### src/rtl/multicycle_controller.sv
// Main control FSM for the multicycle RV32I core: sequences the shared ALU, memory port and datapath muxes.
// Outputs are decoded from the current state; memory-side enables are also qualified by mem_ready.
module multicycle_controller #(
    parameter bit TRAP_ON_ILLEGAL = 1'b1
) (
    input  logic       clk,
    input  logic       rst_n,
    input  logic [6:0] op,
    input  logic [2:0] funct3,
    input  logic       funct7b5,
    input  logic       zero,
    input  logic       lt,
    input  logic       ltu,
    input  logic       mem_ready,
    output logic       mem_req,
    output logic       mem_write,
    output logic       adr_src,
    output logic       ir_write,
    output logic       pc_write,
    output logic       reg_write,
    output logic [1:0] alu_src_a,
    output logic [1:0] alu_src_b,
    output logic [1:0] result_src,
    output logic [3:0] alu_control,
    output logic [2:0] imm_src,
    output logic       illegal_instr
);

    typedef enum logic [3:0] {
        FETCH, DECODE, MEMADR, MEMREAD, MEMWB, MEMWRITE, EXECUTER, EXECUTEI,
        ALUWB, BRANCH, JAL, JALR, LUI, AUIPC, TRAP
    } state_t;

    localparam logic [6:0] OP_LOAD   = 7'b0000011;
    localparam logic [6:0] OP_STORE  = 7'b0100011;
    localparam logic [6:0] OP_REG    = 7'b0110011;
    localparam logic [6:0] OP_IMM    = 7'b0010011;
    localparam logic [6:0] OP_BRANCH = 7'b1100011;
    localparam logic [6:0] OP_JAL    = 7'b1101111;
    localparam logic [6:0] OP_JALR   = 7'b1100111;
    localparam logic [6:0] OP_LUI    = 7'b0110111;
    localparam logic [6:0] OP_AUIPC  = 7'b0010111;
    localparam logic [6:0] OP_FENCE  = 7'b0001111;

    localparam logic [3:0] ALU_ADD  = 4'b0000;
    localparam logic [3:0] ALU_SUB  = 4'b0001;
    localparam logic [3:0] ALU_AND  = 4'b0010;
    localparam logic [3:0] ALU_OR   = 4'b0011;
    localparam logic [3:0] ALU_XOR  = 4'b0100;
    localparam logic [3:0] ALU_SLT  = 4'b0101;
    localparam logic [3:0] ALU_SLTU = 4'b0110;
    localparam logic [3:0] ALU_SLL  = 4'b0111;
    localparam logic [3:0] ALU_SRL  = 4'b1000;
    localparam logic [3:0] ALU_SRA  = 4'b1001;

    localparam state_t ILLEGAL_NEXT = TRAP_ON_ILLEGAL ? TRAP : FETCH;

    state_t     state_q, state_d;
    logic [3:0] alu_op;
    logic       taken;
    logic       mem_req_c, mem_write_c, ir_write_c, pc_write_c, reg_write_c;

    always_ff @(posedge clk) begin
        if (!rst_n) state_q <= FETCH;
        else        state_q <= state_d;
    end

    // Only R-type turns funct3=000 into sub; shifts honour funct7b5 for both formats.
    always_comb begin
        alu_op = ALU_ADD;
        case (funct3)
            3'b000:  alu_op = (state_q == EXECUTER && funct7b5) ? ALU_SUB : ALU_ADD;
            3'b001:  alu_op = ALU_SLL;
            3'b010:  alu_op = ALU_SLT;
            3'b011:  alu_op = ALU_SLTU;
            3'b100:  alu_op = ALU_XOR;
            3'b101:  alu_op = funct7b5 ? ALU_SRA : ALU_SRL;
            3'b110:  alu_op = ALU_OR;
            3'b111:  alu_op = ALU_AND;
            default: alu_op = ALU_ADD;
        endcase
    end

    always_comb begin
        taken = 1'b0;
        case (funct3)
            3'b000:  taken = zero;
            3'b001:  taken = !zero;
            3'b100:  taken = lt;
            3'b101:  taken = !lt;
            3'b110:  taken = ltu;
            3'b111:  taken = !ltu;
            default: taken = 1'b0;
        endcase
    end

    always_comb begin
        imm_src = 3'b000;
        case (op)
            OP_LOAD, OP_IMM, OP_JALR: imm_src = 3'b000;
            OP_STORE:                 imm_src = 3'b001;
            OP_BRANCH:                imm_src = 3'b010;
            OP_JAL:                   imm_src = 3'b011;
            OP_LUI, OP_AUIPC:         imm_src = 3'b100;
            default:                  imm_src = 3'b000;
        endcase
    end

    always_comb begin
        state_d       = state_q;
        mem_req_c     = 1'b0;
        mem_write_c   = 1'b0;
        ir_write_c    = 1'b0;
        pc_write_c    = 1'b0;
        reg_write_c   = 1'b0;
        adr_src       = 1'b0;
        alu_src_a     = 2'b00;
        alu_src_b     = 2'b00;
        result_src    = 2'b00;
        alu_control   = ALU_ADD;
        illegal_instr = 1'b0;
        case (state_q)
            FETCH: begin
                mem_req_c  = 1'b1;
                alu_src_b  = 2'b10;
                result_src = 2'b10;
                ir_write_c = mem_ready;
                pc_write_c = mem_ready;
                if (mem_ready) state_d = DECODE;
            end
            DECODE: begin
                alu_src_a = 2'b01;
                alu_src_b = 2'b01;
                case (op)
                    OP_LOAD, OP_STORE: state_d = MEMADR;
                    OP_REG:            state_d = EXECUTER;
                    OP_IMM:            state_d = EXECUTEI;
                    OP_BRANCH:         state_d = (funct3[2:1] == 2'b01) ? ILLEGAL_NEXT : BRANCH;
                    OP_JAL:            state_d = JAL;
                    OP_JALR:           state_d = JALR;
                    OP_LUI:            state_d = LUI;
                    OP_AUIPC:          state_d = AUIPC;
                    OP_FENCE:          state_d = FETCH;
                    default:           state_d = ILLEGAL_NEXT;
                endcase
            end
            MEMADR: begin
                alu_src_a = 2'b10;
                alu_src_b = 2'b01;
                state_d   = (op == OP_LOAD) ? MEMREAD : MEMWRITE;
            end
            MEMREAD: begin
                mem_req_c = 1'b1;
                adr_src   = 1'b1;
                if (mem_ready) state_d = MEMWB;
            end
            MEMWB: begin
                result_src  = 2'b01;
                reg_write_c = 1'b1;
                state_d     = FETCH;
            end
            MEMWRITE: begin
                mem_req_c   = 1'b1;
                mem_write_c = 1'b1;
                adr_src     = 1'b1;
                if (mem_ready) state_d = FETCH;
            end
            EXECUTER: begin
                alu_src_a   = 2'b10;
                alu_control = alu_op;
                state_d     = ALUWB;
            end
            EXECUTEI: begin
                alu_src_a   = 2'b10;
                alu_src_b   = 2'b01;
                alu_control = alu_op;
                state_d     = ALUWB;
            end
            ALUWB: begin
                reg_write_c = 1'b1;
                state_d     = FETCH;
            end
            BRANCH: begin
                alu_src_a   = 2'b10;
                alu_control = ALU_SUB;
                pc_write_c  = taken;
                state_d     = FETCH;
            end
            // Target already sits in ALUOut; the ALU now forms the link value OldPC + 4.
            JAL: begin
                alu_src_a  = 2'b01;
                alu_src_b  = 2'b10;
                pc_write_c = 1'b1;
                state_d    = ALUWB;
            end
            JALR: begin
                alu_src_a = 2'b10;
                alu_src_b = 2'b01;
                state_d   = JAL;
            end
            LUI: begin
                result_src  = 2'b11;
                reg_write_c = 1'b1;
                state_d     = FETCH;
            end
            AUIPC: begin
                alu_src_a = 2'b01;
                alu_src_b = 2'b01;
                state_d   = ALUWB;
            end
            TRAP: begin
                illegal_instr = 1'b1;
            end
            default: state_d = FETCH;
        endcase
    end

    // Reset suppresses every side effect immediately, even before the state register clears.
    assign mem_req   = mem_req_c   & rst_n;
    assign mem_write = mem_write_c & rst_n;
    assign ir_write  = ir_write_c  & rst_n;
    assign pc_write  = pc_write_c  & rst_n;
    assign reg_write = reg_write_c & rst_n;

endmodule
### config.mk
export PLATFORM = sky130hd
export DESIGN_NAME = multicycle_controller
export DESIGN_NICKNAME = d
export VERILOG_FILES = /design/src/rtl/multicycle_controller.sv
export SDC_FILE = /design/constraint.sdc
export NUM_CORES = 1
export LEC_CHECK = 0
export BUFFER_PORTS_ARGS = -buffer_cell sky130_fd_sc_hd__buf_2
export CELL_PAD_IN_SITES_DETAIL_PLACEMENT = 1
export CELL_PAD_IN_SITES_GLOBAL_PLACEMENT = 1
export CORE_AREA = 2 2 59 61
export CTS_CLUSTER_DIAMETER = 30
export CTS_CLUSTER_SIZE = 8
export DETAILED_ROUTE_END_ITERATION = 8
export DIE_AREA = 0 0 61 63
export GPL_ROUTABILITY_DRIVEN = 0
export HOLD_SLACK_MARGIN = 0.03
export PLACE_DENSITY = 0.76
export SYNTH_ARGS = -nofsm -noshare
export SYNTH_HDL_FRONTEND = slang
export SYNTH_SLANG_ARGS = --single-unit
### constraint.sdc
create_clock -name clk -period 1.46 [get_ports clk]
set_input_delay 0.292 -clock clk [delete_from_list [all_inputs] [get_ports clk]]
set_output_delay 0.292 -clock clk [all_outputs]
set_load 0.03 [all_outputs]
==> After elaboration in Yosys (flattened, before gate mapping) <==
Cells that the tools add are included.
{ "word_totals": {"register_bits": 4, "input_bits": 17, "word_cells": 83} }
{ "classes": {"n_eq_ne": 35, "n_mux": 23, "bitwise_logic": 6, "reduce_logical": 18} }
{ "op_table": {"columns": ["op", "n"], "rows": [
  ["4-bit one-hot mux with 8 select lines", 2],
  ["4-bit one-hot mux with 9 select lines", 1],
  ["4-bit equality test, second input constant", 7],
  ["7-bit by 6-bit equality test with 1-bit output, second input constant", 3],
  ["7-bit equality test, second input constant", 3],
  ["4-bit by 3-bit equality test with 1-bit output, second input constant", 4],
  ["7-bit by 5-bit equality test with 1-bit output, second input constant", 2],
  ["3-bit equality test, second input constant", 4],
  ["4-bit two-way mux", 3],
  ["3-bit one-hot mux with 4 select lines", 1],
  ["2-bit OR reduction", 5],
  ["5-bit OR reduction", 2],
  ["3-bit OR reduction", 3],
  ["4-bit by 2-bit equality test with 1-bit output, second input constant", 2],
  ["1-bit two-way mux", 8],
  ["2-bit one-hot mux with 2 select lines", 2],
  ["4-bit one-hot mux with 2 select lines", 1],
  ["7-bit by 2-bit equality test with 1-bit output, second input constant", 1],
  ["7-bit by 4-bit equality test with 1-bit output, second input constant", 1],
  ["3-bit by 2-bit equality test with 1-bit output, second input constant", 2],
  ["3-bit two-way mux", 2],
  ["2-bit != test, second input constant", 3],
  ["1-bit one-hot mux with 6 select lines", 1],
  ["2-bit one-hot mux with 3 select lines", 1],
  ["other kinds (12)", 18]
]} }

==> Depth between registers and ports, before layout <==
{ "depth": {"word_depth": 5, "ltp_mapped": 6} }

==> Least setup slack after synthesis <==
Ideal clock, no wire load.
{ "synth_path": {"path_kind": "reg-to-output", "from": "reg state_q[3]", "to": "out alu_control[3]", "arrival_time_ns": 1.629, "required_time_ns": 1.168, "setup_slack_ns": -0.461, "path_stages_with_launch": 4, "n_path_buf": 2, "cell_sequence": "dfxtp_1 -> buf_6 -> clkbuf_1 -> nor4_1"} }
{ "synth_between": {"elab_chain_len": 3} }
{ "synth_lines": {"columns": ["item", "line", "rtl"], "rows": [
  ["start, declared", "58", "state_t state_q, state_d;"],
  ["start signal, assigned", "65", "else state_q <= state_d;"],
  ["4-bit by 3-bit equality test with 1-bit output", "122", "case (state_q)"],
  ["2-bit OR reduction (no source line)", null, null],
  ["4-bit one-hot mux with 2 select lines (*)", "122", null],
  ["end, declared", "24", "output logic [3:0] alu_control,"]
]} }
Mark *: on every way between the ends. The rest lies on a longest branch, timed or not.

==> Final worst setup path <==
{ "layout_path": {"from": "reg state_q[3]", "to": "out pc_write"} }
{ "layout_between": {"elab_chain_len": 3} }
{ "layout_lines": {"columns": ["item", "line", "rtl"], "rows": [
  ["4-bit equality test or 4-bit zero test (tied branches)", "122", null],
  ["1-bit one-hot mux with 3 select lines (*)", "122", null],
  ["1-bit AND (*)", "222", "assign pc_write = pc_write_c & rst_n;"],
  ["end, declared", "19", "output logic pc_write,"]
]} }
Marks and branches as above.

==> summary.md <==
| Metric | Value |
|---|---|
| GR Overflow Total | 0 |
| Synthesis Warnings | 0 |
| Status | complete, but fails checks |
| Starting Density | 27.3% |
| Sink Count | 4 |
| Reg2Reg Depth | 8 |
| Violated checks | negative setup slack |
| Post-Layout Cell Count | 266 |
| Setup-failing EPs final | 21 |
| Critical path's slowest cell | or4b_4 |
| Critical Path Source Type | register |
| Most frequent cells in the layout | buf_4 (39), buf_6 (27), buf_2 (19) |
| Final worst path period share | 143% |
| Post-synth EDFFs | 0 |
| Total die area | 3840 um^2 |
| Avg WL per Cell | 26.3 um |
| Avg Inst Size Synth | around 6.5 um^2 |
| RSZ-0062 raised after global routing | true |
| Leakage | approximately 0.91 nW |
| Synth async-reset ratio | 0% |
| Ant diodes | 0 |
| Worst r2r src | state_q[3] |
| Clock Tree Root | clkbuf_4 |
| Post-Synthesis Net Count | between 150 and 200 |
| Largest net degree at the start of global routing | 12 |
| Drt total wl | around 7000 um |
| Max-Slew Margin vs Limit | 60.6% |
| Peak supply drop | 0.724 mV |
| CTS H-tree depth | 1 |
| FF+latch count, synth | 4 |
| CP peak stage delay | 0.57 ns |
| Fin. max-slew vios | 0 |
| I/O Buffers | 36 |
| Worst flop-to-flop path endpoint | state_q[2] |
| Most crowded layer after global routing | met2 |
| Final Hold Viols | 0 |
| Number of global-route vias before repair | 1493 |
| Post-route ant nets | 0 |
| Yosys top cell area share | 9.09% |
| DRT Pass-1 Iters | 4 |
| Tmin final | 2.09 ns |
| Library cells used by synthesis | between 40 and 50 |
| CTS buffer count | 3 |
| Clock Skew | 0.000940 ns |
| Ys flop type | dfxtp_1 |
| Setup crit end kind | output port |
| I/O pin count | 37 |
| Global routing met3 resource utilization | 2.48% |
| Largest area contributor in the netlist | dfxtp_1 |
| Hold EP | state_q[1] |
| Via density | 5.82 |
| Mapped Cells | about 140 |
| Die Y | 63 um |
| Worst slew pin tran | 0.576 ns |
| Antenna violations before repair | 0 |
| Commonest non-fill, non-tap cell in the layout | buf_4 |
| Post-Route Utilization | around 67% |
| Top cells by area, synth | dfxtp_1 (9.1%), nor3_1 (5.7%), nor2_1 (5.5%), a21oi_1 (5.1%), nand2_1 (5.1%) |
| Crit path required time | 1.17 ns |
| Worst-path clk slew | 0.05 ns |
| PnR worst setup slack | -0.631 ns |
| Regs by FF count | state_q: 4 flops |
| Drc violations | 0 |
| Grt met1 use | 30.6% |
| Crit path kind | register to output port |
| Hold-fix buffers, CTS | 0 |
| Worst hold path depth | 3 |
| GRT Total Usage | 26.1% |
| Biggest register | state_q |
| Hpwl dp | 2870 um |
| WP data arrival | about 1.8 ns |
| Max Cap Viol | 0 |
| Global routing usage on met2 | ~46% |
| Worst skew pair latency | 0.26 ns |
| Die width | 61 um |
| Area Growth Syn to Fin | 148% |
| Vias | 1547 |
| First-pass GRT wire length | 7510 um |
| Clk buf depth | 2 |
| Seq/Total Area, Yosys | under 10% |
| CP cell instances | or4b_4, nand2b_1, a21oi_1, nor4b_4, buf_6 |
| Post-Syn Area | 881 um^2 |
| First DRT Iteration DRCs | 67 |
| CTS tree | yes |
| Placed cell areas | roughly 1500 um^2 |
| Crit-path max FO | 3 |
| Hold_sp | rst_n |
| Dpl cells | 241 |
| Largest register FFs | 4 |
| Worst min path class | input port to register |
| # nets final | 239 |
| Core area | 3230 um^2 |
| Final Cell Area | 2180 um^2 |
| Pwr Density | 1760 nW/um^2 |
| Setup slack, reg-to-reg | -0.40 ns |
| Core Rows | 21 |
| Post-Place Setup Slack | -0.300 ns |
| Layout cells sized above 1 | between 60 and 70% |
| Fmax | 0.478 GHz |
-- area by class of cell --
class	instances	area, um^2
fillers	373	1050
well taps	46	57.6
multi-input cells	116	1120
inverters	3	11.3
clock buffers	3	22.5
flip-flops and latches	4	90.1
repair buffers	94	875
-- logic make-up (layout without fill, tap and decap cells) --
kind of cell / count (synthesis) / in the layout / share of synthesized area [%]
XOR/XNOR: 7 / 7 / 6.96
AO/OA/AOI/OAI: 38 / 38 / 28.3
flip-flops: 4 / 4 / 9.09
AND/OR/NAND/NOR: 68 / 68 / 43.3
buffers and inverters: 16 / 100 / 8.95
multiplexers: 3 / 3 / 3.41
-- metal layers --
layer  share of wire (%)  vias to the layer above  routed length [um]
met3                 5.8                       29                 408
met1                  38                      752                2650
met5                   0                        -                   0
met4                 5.7                        0                 399
met2                  50                      104                3530
li1                    -                      662                   -
-- synth_stat cells, types with 2 or more instances --
library cell,instances
nor2_1,13
nand2_1,12
nor3_1,10
a21oi_1,9
nand2b_1,7
buf_2,6
o21ai_0,6
o31ai_1,6
clkbuf_1,5
nor3b_1,5
dfxtp_1,4
nor2b_1,4
xor2_1,4
inv_1,3
mux2i_1,3
nand3_1,3
nor4_1,3
xnor2_1,3
a21o_1,2
o21ai_1,2
o22ai_1,2
o2bb2ai_1,2
-- worst max-delay path: cells and delay by family (launching register included) --
kind	cells	cell delay [ns]
buf+inv	1	0.17
flops	1	0.32
compound gates	1	0.09
simple gates	3	0.95
-- report_power, final --
part	internal, mW	switching [mW]	total (mW)
sequential	0.158	0.0611	0.220
combinational	1.66	1.79	3.45
clock	0.0941	0.0762	0.170
-- through the flow --
stage	hold slack (ns)	TNS (ns)	power, mW
2_1_floorplan	0.468	-0.746	1.66
3_3_place_gp	0.654	-2.94	2.20
3_5_place_dp	0.655	-3.56	2.25
4_1_cts	0.403	-4.84	2.95
5_1_grt	0.467	-7.97	3.94
6_report	0.469	-7.26	3.84
-- timing repair --
action                                 CTS  global route
gates cloned                             1             2
buffers inserted                         9            14
endpoints found under the hold margin    0             0
resized for setup                       52            44
pin swaps                                6            21
setup endpoints to repair               21            21
-- worst max path at each step --
stage	slack, ns	end	depth (start not counted)	startpoint
finish	-0.63	pc_write	5	state_q[3]
global route	-0.67	pc_write	5	state_q[3]
CTS	-0.53	pc_write	4	state_q[3]
detailed placement	-0.30	pc_write	7	funct3[1]
global placement	-0.28	pc_write	5	mem_ready
floorplan	-0.30	pc_write	3	state_q[3]
(Power assumes the default switching activity.)
